**config.mk**
```make
export PLATFORM = sky130hd
export DESIGN_NAME = ext_amp_cat_tx
export DESIGN_NICKNAME = d
export VERILOG_FILES = /design/src/rtl/ext_amp_cat_tx.sv
export SDC_FILE = /design/constraint.sdc
export NUM_CORES = 1
export LEC_CHECK = 0
export ABC_CLOCK_PERIOD_IN_PS = 9980
export BUFFER_PORTS_ARGS = -buffer_cell sky130_fd_sc_hd__buf_4
export CAP_MARGIN = 20
export CORE_MARGIN = 5
export CORE_UTILIZATION = 30
export CTS_CLUSTER_SIZE = 8
export DETAILED_ROUTE_END_ITERATION = 8
export PLACE_DENSITY = 0.55
export SLEW_MARGIN = 10
export SYNTH_ARGS = -nofsm -noshare
export SYNTH_HDL_FRONTEND = slang
export SYNTH_SLANG_ARGS = --single-unit
```
**constraint.sdc**
```tcl
create_clock -name clk -period 9.98 [get_ports clk]
set_clock_uncertainty 0.15 [all_clocks]
set_input_delay 1.996 -clock clk [delete_from_list [all_inputs] [get_ports clk]]
set_output_delay 1.996 -clock clk [all_outputs]
set_load 0.01 [all_outputs]
```
**src/rtl/ext_amp_cat_tx.sv**
```systemverilog
// rtl/ext_amp_cat_tx.sv - amplifier band-control sender: freq -> "F<A|B><digits>;" over UART
module ext_amp_cat_tx #(
    parameter int CLKFREQ        = 76800000,
    parameter int BAUDRATE       = 9600,
    parameter int NDIGITS        = 11,
    parameter int STOP_BITS      = 1,
    parameter int TXD_INVERT     = 1,
    parameter int SETTLE_CYCLES  = 76800,
    parameter int REFRESH_CYCLES = 0
) (
    input  logic        clk,
    input  logic        rst_n,
    input  logic [31:0] freq,
    input  logic        vfo_sel,
    input  logic        ptt,
    output logic        uart_txd,
    output logic        busy,
    output logic        sent
);

    localparam int DIV    = CLKFREQ / BAUDRATE;
    localparam int NBYTES = NDIGITS + 3;
    localparam int NBITS  = 9 + STOP_BITS;
    localparam int BAUD_W = $clog2(DIV);
    localparam int BIT_W  = $clog2(NBITS);
    localparam int BYTE_W = $clog2(NBYTES);
    localparam int SET_W  = (SETTLE_CYCLES > 0) ? $clog2(SETTLE_CYCLES + 1) : 1;
    localparam int REF_W  = (REFRESH_CYCLES > 0) ? $clog2(REFRESH_CYCLES + 1) : 1;

    localparam logic              INV       = (TXD_INVERT != 0);
    localparam logic [31:0]       FREQ_MAX  = 32'd99999999;
    localparam logic [SET_W-1:0]  SET_MAX   = SET_W'(SETTLE_CYCLES);
    localparam logic [REF_W-1:0]  REF_MAX   = REF_W'(REFRESH_CYCLES);
    localparam logic [BAUD_W-1:0] BAUD_LAST = BAUD_W'(DIV - 1);
    localparam logic [BIT_W-1:0]  BIT_LAST  = BIT_W'(NBITS - 1);
    localparam logic [BYTE_W-1:0] BYTE_LAST = BYTE_W'(NBYTES - 1);
    localparam logic [BYTE_W-1:0] DPOS_TOP  = BYTE_W'(NDIGITS + 1);

    typedef enum logic [1:0] {ST_IDLE, ST_SETTLE, ST_CONV, ST_TX} state_t;

    state_t              state, state_nx;
    logic [31:0]         last_sent;
    logic [31:0]         freq_prev;
    logic [31:0]         freq_bin;
    logic [31:0]         dd_bin;
    logic [31:0]         bcd;
    logic [31:0]         bcd_adj;
    logic                vfo;
    logic [SET_W-1:0]    settle_cnt;
    logic [REF_W-1:0]    refresh_cnt;
    logic [5:0]          conv_cnt;
    logic [BAUD_W-1:0]   baud_cnt;
    logic [BIT_W-1:0]    bit_idx;
    logic [BYTE_W-1:0]   byte_idx;
    logic [BYTE_W-1:0]   dpos;
    logic [7:0]          cur_byte;
    logic                next_bit;
    logic                ptt_d;
    logic                pending_resend;

    logic ptt_rise, refresh_hit, resend_req, freq_new;
    logic settle_done, conv_done, baud_end, tx_done;

    assign ptt_rise    = ptt & ~ptt_d;
    assign refresh_hit = (REFRESH_CYCLES != 0) && (refresh_cnt == REF_MAX);
    assign resend_req  = pending_resend | ptt_rise | refresh_hit;
    assign freq_new    = (freq != last_sent);
    assign settle_done = (freq == freq_prev) && (settle_cnt == SET_MAX);
    assign conv_done   = (conv_cnt == 6'd63);
    assign baud_end    = (baud_cnt == BAUD_LAST);
    assign tx_done     = baud_end && (bit_idx == BIT_LAST) && (byte_idx == BYTE_LAST);

    always_ff @(posedge clk or negedge rst_n) begin
        if (!rst_n) begin
            state <= ST_IDLE;
        end else begin
            state <= state_nx;
        end
    end

    always_comb begin
        state_nx = state;
        busy     = (state != ST_IDLE);
        case (state)
            ST_IDLE: begin
                if (freq_new) begin
                    state_nx = ST_SETTLE;
                end else if (resend_req) begin
                    state_nx = ST_CONV;
                end
            end
            ST_SETTLE: if (settle_done) state_nx = ST_CONV;
            ST_CONV:   if (conv_done) state_nx = ST_TX;
            ST_TX:     if (tx_done) state_nx = ST_IDLE;
            default:   state_nx = ST_IDLE;
        endcase
    end

    // Double-dabble correction step: any BCD nibble >= 5 gets +3 before the shift.
    always_comb begin
        bcd_adj = bcd;
        for (int i = 0; i < 8; i++) begin
            if (bcd[i*4 +: 4] > 4'd4) begin
                bcd_adj[i*4 +: 4] = bcd[i*4 +: 4] + 4'd3;
            end
        end
    end

    // Byte being sent; digit bytes count down from the most significant position.
    always_comb begin
        dpos     = DPOS_TOP - byte_idx;
        cur_byte = 8'h3B;
        if (byte_idx == '0) begin
            cur_byte = 8'h46;
        end else if (byte_idx == BYTE_W'(1)) begin
            cur_byte = vfo ? 8'h42 : 8'h41;
        end else if (byte_idx != BYTE_LAST) begin
            if (dpos < BYTE_W'(8)) begin
                cur_byte = {4'h3, bcd[{dpos[2:0], 2'b00} +: 4]};
            end else begin
                cur_byte = 8'h30;
            end
        end
        next_bit = (bit_idx < BIT_W'(8)) ? cur_byte[bit_idx[2:0]] : 1'b1;
    end

    always_ff @(posedge clk or negedge rst_n) begin
        if (!rst_n) begin
            uart_txd       <= 1'b1 ^ INV;
            sent           <= 1'b0;
            last_sent      <= '0;
            freq_prev      <= '0;
            freq_bin       <= '0;
            dd_bin         <= '0;
            bcd            <= '0;
            vfo            <= 1'b0;
            settle_cnt     <= '0;
            refresh_cnt    <= '0;
            conv_cnt       <= '0;
            baud_cnt       <= '0;
            bit_idx        <= '0;
            byte_idx       <= '0;
            ptt_d          <= 1'b0;
            pending_resend <= 1'b0;
        end else begin
            sent  <= 1'b0;
            ptt_d <= ptt;

            // A ptt edge landing on the TX-start clock still earns a resend.
            if (state == ST_CONV && conv_done) pending_resend <= 1'b0;
            if (ptt_rise && state != ST_IDLE) pending_resend <= 1'b1;

            if (state == ST_IDLE && refresh_cnt != REF_MAX) begin
                refresh_cnt <= refresh_cnt + REF_W'(1);
            end

            case (state)
                ST_IDLE: begin
                    if (freq_new) begin
                        freq_prev  <= freq;
                        settle_cnt <= '0;
                    end else if (resend_req) begin
                        freq_bin <= freq;
                        vfo      <= vfo_sel;
                        dd_bin   <= (freq > FREQ_MAX) ? FREQ_MAX : freq;
                        bcd      <= '0;
                        conv_cnt <= '0;
                    end
                end
                ST_SETTLE: begin
                    if (freq != freq_prev) begin
                        freq_prev  <= freq;
                        settle_cnt <= '0;
                    end else if (settle_done) begin
                        freq_bin <= freq;
                        vfo      <= vfo_sel;
                        dd_bin   <= (freq > FREQ_MAX) ? FREQ_MAX : freq;
                        bcd      <= '0;
                        conv_cnt <= '0;
                    end else begin
                        settle_cnt <= settle_cnt + SET_W'(1);
                    end
                end
                ST_CONV: begin
                    conv_cnt <= conv_cnt + 6'd1;
                    if (!conv_cnt[0]) begin
                        bcd <= bcd_adj;
                    end else begin
                        bcd    <= {bcd[30:0], dd_bin[31]};
                        dd_bin <= {dd_bin[30:0], 1'b0};
                    end
                    if (conv_done) begin
                        uart_txd <= 1'b0 ^ INV;
                        baud_cnt <= '0;
                        bit_idx  <= '0;
                        byte_idx <= '0;
                    end
                end
                ST_TX: begin
                    if (!baud_end) begin
                        baud_cnt <= baud_cnt + BAUD_W'(1);
                    end else begin
                        baud_cnt <= '0;
                        if (bit_idx != BIT_LAST) begin
                            bit_idx  <= bit_idx + BIT_W'(1);
                            uart_txd <= next_bit ^ INV;
                        end else if (byte_idx != BYTE_LAST) begin
                            byte_idx <= byte_idx + BYTE_W'(1);
                            bit_idx  <= '0;
                            uart_txd <= 1'b0 ^ INV;
                        end else begin
                            uart_txd    <= 1'b1 ^ INV;
                            sent        <= 1'b1;
                            last_sent   <= freq_bin;
                            refresh_cnt <= '0;
                        end
                    end
                end
                default: ;
            endcase
        end
    end

endmodule
```
==> results.ini, run 1 <==
[status]
status = completed

[routing]
firstDrtPassIters = 5
viasPerCell = 5.13
vias = 8488
wl_per_cell_um = 17.2
final_antenna_net_count = 0
drc = 0
drt_wl_total_um = 28500
drt-initial-drc-count = 465

[synth]
syn_nets = 1175
ys.flop_type = dfrtp_1
synth_edf_count = 0
synth_cell_types = 73
synthCells = 1110
async_flop_share_pct = 100
netlist_area_sq_um = 11800
avgSynthCellArea_sq_um = 10.6
ys_seq_elements = 211
synth.top_cells.by_count = dfrtp_1, mux2_2, o21ai_0
yosysWarnings = 0
synth.most_common_cell = dfrtp_1
synth_top_cell_by_area = dfrtp_1
synth-seq-area-share_pct = 44.9
netlist.area_leader.share_pct = 44.9
synthTopCellsByArea = dfrtp_1, mux2_2, xor2_1

[setup_path]
crit_arrival_ns = 5.13
startpoint_type = primary input
ff2ff_path_depth = 8
cp_slowest_cell = nor3_2
rr_endpoint = uart_txd$_DFFE_PN0P_
r2r_slack_ns = 6.08
regToRegStartpoint = byte_idx[0]$_DFFE_PN0P_
critical_path.max_stage_delay_ns = 0.88
critPathLaunch = freq[10]
end_kind = register
critical_path_class = in2reg
worstSetupEndpoint = freq_prev[22]$_DFFE_PN0P_
worstPathRequired_ns = 10.29
critical_path.cell_chain = buf_4 -> xor2_1 -> nor4_1 -> nand4_1 -> nor3_2 -> or2_2 -> mux2_2
crit_fanout = 32

[placement]
gp_congestion = 0.780
io_buffers = 38
placed_area_sq_um = 12600
place.detailed.hpwl_um = 18600
dpl_worst_slack_ns = 4.62

[layout]
finalNetCount = 1198
fin_area_sq_um = 13400
antennaDiodeCount = 0
drive_above_1_share_pct = 20.1
area_growth_pct = 14.1
n_fill_cell = 3935

[cts]
clk_latency_ns = 0.58
cts.sinks = 211
cts_made_buffers = 30
cts.repair.resized = 0
postCtsHoldBufs = 0
clkTransAtPathRegs_ns = 0.05
tritoncts = yes
cts_setup_buffers = 0
cts_root_buffer = clkbuf_16
cts_htree_levels = 1
clockBufferDepth = 3

[die]
initial_utilization_pct = 30.3
die_area_sq_um = 43200
core.rowCount = 72
pin_count = 39
core_sq_um = 38700
die_y_um = 208
die_width_um = 208

[sta]
finalSetupViolations = 0
slew_headroom_pct = 28.3
rsz0062_at_grt = false
layout_setup_ws_ns = 5.16
fin_tns_setup_ns = 0
period_minus_slack_ns = 4.82
max_freq_mhz = 207
max_slew.worst_pin.slew_ns = 1.07
drv_slew = 0
finalHoldViolCount = 0
fin_crit_sh_pct = 48.3

[min_path]
min_path_type = reg2reg

[pwr]
leakagePower_nw = 5.73
power_density_nw_per_um2 = 139
vdd_drop_max_v = 0.000118
finalPower_mw = 1.86

[global_route]
grt_pass1_wl_um = 47700
first_global_vias = 8676
grt_usage_pct = 13.2
antenna_found_initial = 0
grt_max_degree = 135
grt_remaining_overflow = 0

[job]
cap_violations = 0

## cells by family after synthesis
| group | Yosys count | share of synthesized area, % |
|---|---|---|
| muxes | 161 | 15.7 |
| and+or+nand+nor | 267 | 11.7 |
| DFF | 211 | 44.9 |
| xor gates and xnor gates | 73 | 5.44 |
| AOI/OAI and AO/OA | 229 | 14.2 |
| adders and majority gates | 29 | 3.09 |
| buffers and inverters | 140 | 4.85 |
## layout by cell type (no fill, tap or decap), types with 22 or more instances in the layout
master,n
a21oi_1,22
buf_4,49
clkbuf_16,30
dfrtp_1,211
ha_1,28
inv_1,76
mux2_2,106
mux2i_1,43
nand2_1,77
nand3_1,32
nor2_1,41
nor4_1,23
o21ai_0,80
xor2_1,68
## per-stage QoR
stage | instances | hold WS [ns] | utilization [%]
after CTS | 1653 | 0.335 | 34.5
after global placement | 1616 | 0.313 | 32.4
after detailed placement | 1617 | 0.324 | 32.4
after global routing | 1655 | 0.355 | 34.6
after floorplan | 1110 | 0.304 | -
final | 1655 | 0.333 | 34.6
## worst max-delay path: cells and delay by family
kind	cells	cell delay, ns
AND/OR/NAND/NOR	4	2.38
XOR/XNOR	1	0.16
buffers and inverters	1	0.14
multiplexers	1	0.41
## state kept, by name, summed over array words and instances, names as in the netlist, 6 cells and up
signal / cells
bcd: 32
baud_cnt: 13
conv_cnt: 6
settle_cnt: 17
freq_bin: 32
freq_prev: 32
dd_bin: 32
last_sent: 32
## metal layers
layer	global-route usage, %	up-vias	share of wire, %
met5	0	-	0
met4	2.60	0	1.7
met3	2.41	37	3.8
met2	21.4	152	47
met1	18.5	4227	47
li1	-	4072	-
## area by class of cell
type                       instances  area [sq um]  share of cell area [%]
sequential                       211          5280                    39.4
inverter                          78           293                    2.18
clock inverter                     1          30.0                   0.224
tap                              518           648                    4.84
clock buffer                      35           769                    5.74
timing repair buffer              53           440                    3.29
multi-input combinational        759          5940                    44.3
## where the power goes
group	leakage (nW)	switching [mW]	internal, mW
clock network	0.387	0.370	0.532
logic	2.82	0.0495	0.0314
registers	2.52	0.00759	0.871
## how the worst min path moves through the flow
stage,from,endpoint,slack (ns),depth (start not counted)
finish,freq_bin[5]$_DFFE_PN0P_,freq_bin[5]$_DFFE_PN0P_,0.33,1
global route,dd_bin[10]$_DFFE_PN0P_,dd_bin[10]$_DFFE_PN0P_,0.36,1
CTS,freq_bin[5]$_DFFE_PN0P_,freq_bin[5]$_DFFE_PN0P_,0.34,1
detailed placement,freq_bin[5]$_DFFE_PN0P_,freq_bin[5]$_DFFE_PN0P_,0.32,1
global placement,freq_bin[9]$_DFFE_PN0P_,freq_bin[9]$_DFFE_PN0P_,0.31,1
floorplan,freq_bin[10]$_DFFE_PN0P_,freq_bin[10]$_DFFE_PN0P_,0.30,1
(Power assumes the default switching activity.)
==> run 2: changes to the inputs <==
--- a/config.mk
+++ b/config.mk
@@ -5,7 +5,7 @@
 export SDC_FILE = /design/constraint.sdc
 export NUM_CORES = 1
 export LEC_CHECK = 0
-export ABC_CLOCK_PERIOD_IN_PS = 9980
+export ABC_CLOCK_PERIOD_IN_PS = 4780
 export BUFFER_PORTS_ARGS = -buffer_cell sky130_fd_sc_hd__buf_4
 export CAP_MARGIN = 20
 export CORE_MARGIN = 5
==> constraint.sdc (replaced) <==
create_clock -name clk -period 4.78 [get_ports clk]
set_clock_uncertainty 0.15 [all_clocks]
set_input_delay 0.956 -clock clk [delete_from_list [all_inputs] [get_ports clk]]
set_output_delay 0.956 -clock clk [all_outputs]
set_load 0.01 [all_outputs]
==> run 2 against run 1 <==
  * Global-route usage shrank 0.23 points
  * Design area increased by 0.27%
  * Cell count rose by 0.24%
  * Via count up 0.45%
  * Worst setup slack got worse by 4.0 ns
  * Clock power is 110% higher
  * Sequential share of layout area is 0.11 points lower
  * Highest routed layer unchanged
==> results.ini, run 2 (same netlist as run 1, synthesis figures left out) <==
[status]
status = completed

[routing]
vias = 8526  ; +0.45%
wl_per_cell_um = 17.1  ; -0.68%
drc = 0  ; unchanged
firstDrtPassIters = 5  ; unchanged
drt_wl_total_um = 28400  ; -0.44%
drt-initial-drc-count = 533  ; +15%
final_antenna_net_count = 0  ; unchanged
viasPerCell = 5.14  ; +0.21%

[pwr]
power_density_nw_per_um2 = 288  ; +110%
finalPower_mw = 3.87  ; +110%
vdd_drop_max_v = 0.000252  ; +110%
leakagePower_nw = 5.75  ; +0.46%

[sta]
slew_headroom_pct = 35.0  ; +6.7 points
max_slew.worst_pin.slew_ns = 0.962  ; -0.107 ns
drv_slew = 0  ; unchanged
finalSetupViolations = 0  ; unchanged
period_minus_slack_ns = 3.59
fin_crit_sh_pct = 75.1
finalHoldViolCount = 0  ; unchanged
max_freq_mhz = 279
fin_tns_setup_ns = 0  ; unchanged
rsz0062_at_grt = false

[die]
die_area_sq_um = 43200  ; unchanged
initial_utilization_pct = 30.3  ; unchanged
die_y_um = 208  ; unchanged
pin_count = 39  ; unchanged
core_sq_um = 38700  ; unchanged
die_width_um = 208  ; unchanged
core.rowCount = 72  ; unchanged

[layout]
n_fill_cell = 3934  ; -0.025%
layout.cells.non_filler = 1659  ; +0.24%
final_common_cell = dfrtp_1
area_growth_pct = 14.4
seq_area_sq_um = 5280  ; unchanged
layout_common_cells = dfrtp_1, mux2_2, o21ai_0, nand2_1, inv_1
drive_above_1_share_pct = 20.6  ; +0.46 points
multi_input_area_sq_um = 5940  ; about the same
antennaDiodeCount = 0  ; unchanged
finalNetCount = 1204  ; +0.50%
utilization_pct = 34.7  ; +0.094 points

[setup_path]
crit_arrival_ns = 3.85  ; -1.28 ns
startpoint_type = register
crit_fanout = 11  ; -66%
worstPathRequired_ns = 5.04  ; -5.25 ns
critical_path_class = reg2reg
end_kind = register

[global_route]
antenna_found_initial = 0  ; unchanged
grt_pass1_wl_um = 47300  ; -0.88%
grt_usage_pct = 12.9  ; -0.23 points
first_global_vias = 8626  ; -0.58%
grt_max_degree = 105  ; -22%
grt_remaining_overflow = 0  ; unchanged

[min_path]
min_path_type = in2async

[cts]
postCtsHoldBufs = 0  ; unchanged
cts_made_buffers = 30  ; unchanged
cts.sinks = 211  ; unchanged
cts.repair.resized = 0  ; unchanged
clkTransAtPathRegs_ns = 0.05  ; about the same
tritoncts = yes
clockBufferDepth = 3  ; unchanged
cts_htree_levels = 1  ; unchanged
clk_latency_ns = 0.57  ; about the same
cts_root_buffer = clkbuf_16
cts_setup_buffers = 0  ; unchanged

[placement]
gp_congestion = 0.802  ; +2.8%
io_buffers = 38  ; unchanged
place.detailed.hpwl_um = 19100  ; +2.4%
placed_cells = 1625  ; +0.49%

[job]
cap_violations = 0  ; unchanged

-- run 2: cell types whose count changed in the layout (fill, tap and decap cells not counted) --
cell	delta
clkbuf_1	-3
buf_12	+2
o31ai_2	-1
clkdlybuf4s18_2	-1
buf_4	+6
buf_16	-1
o31ai_1	+1
clkinv_2	+1
-- run 2: layout make-up --
class | count | area share [%]
multi-input cells | 759 | 44.2
flip-flops and latches | 211 | 39.3
well taps | 518 | 4.82
inverters | 78 | 2.18
clock buffers | 32 | 5.64
repair buffers | 59 | 3.63
clock inverters | 2 | 0.261
-- run 2: path summary, 6_finish.rpt --
path	from	to	slack (ns)	cells past startpoint
setup / recovery	byte_idx[0]$_DFFE_PN0P_	uart_txd$_DFFE_PN0P_	1.19	9
hold / removal	rst_n	dd_bin[13]$_DFFE_PN0P_	0.31	1
setup reg to reg	byte_idx[0]$_DFFE_PN0P_	uart_txd$_DFFE_PN0P_	1.19	9
hold reg to reg	freq_bin[10]$_DFFE_PN0P_	freq_bin[10]$_DFFE_PN0P_	0.33	1
max in group asynchronous	rst_n	last_sent[6]$_DFFE_PN0P_	3.21	2
min in group clk	freq_bin[10]$_DFFE_PN0P_	freq_bin[10]$_DFFE_PN0P_	0.33	1
-- run 2: critical path: stages, from the launching register on --
cell and delay [ns]:
dfrtp_1 0.32, buf_4 0.21, clkinv_1 0.24, ha_1 0.38
xnor2_1 0.67, mux4_2 0.40, mux2i_1 0.10, or4_1 0.51
and4_1 0.19, a221o_1 0.30
-- run 2: report_power, final --
part | switching, mW | total (mW) | internal [mW]
combinational | 0.103 | 0.168 | 0.0654
clock | 0.762 | 1.87 | 1.10
sequential | 0.0153 | 1.83 | 1.82
total | 0.880 | 3.87 | 2.99
-- run 2: metal layers --
layer | routed length [um] | global-route usage, %
met1 | 13800 | 18.4
met2 | 13200 | 21.2
met3 | 872 | 1.72
met4 | 507 | 2.58
met5 | 0 | 0
-- run 2: metrics by stage --
stage | setup WS, ns | hold slack [ns] | cell area, sq um
2_1_floorplan | 1.34 | 0.304 | 11800
3_3_place_gp | 0.902 | 0.313 | 12600
3_5_place_dp | 0.860 | 0.327 | 12600
4_1_cts | 1.21 | 0.338 | 13400
5_1_grt | 0.970 | 0.351 | 13400
6_report | 1.19 | 0.312 | 13400
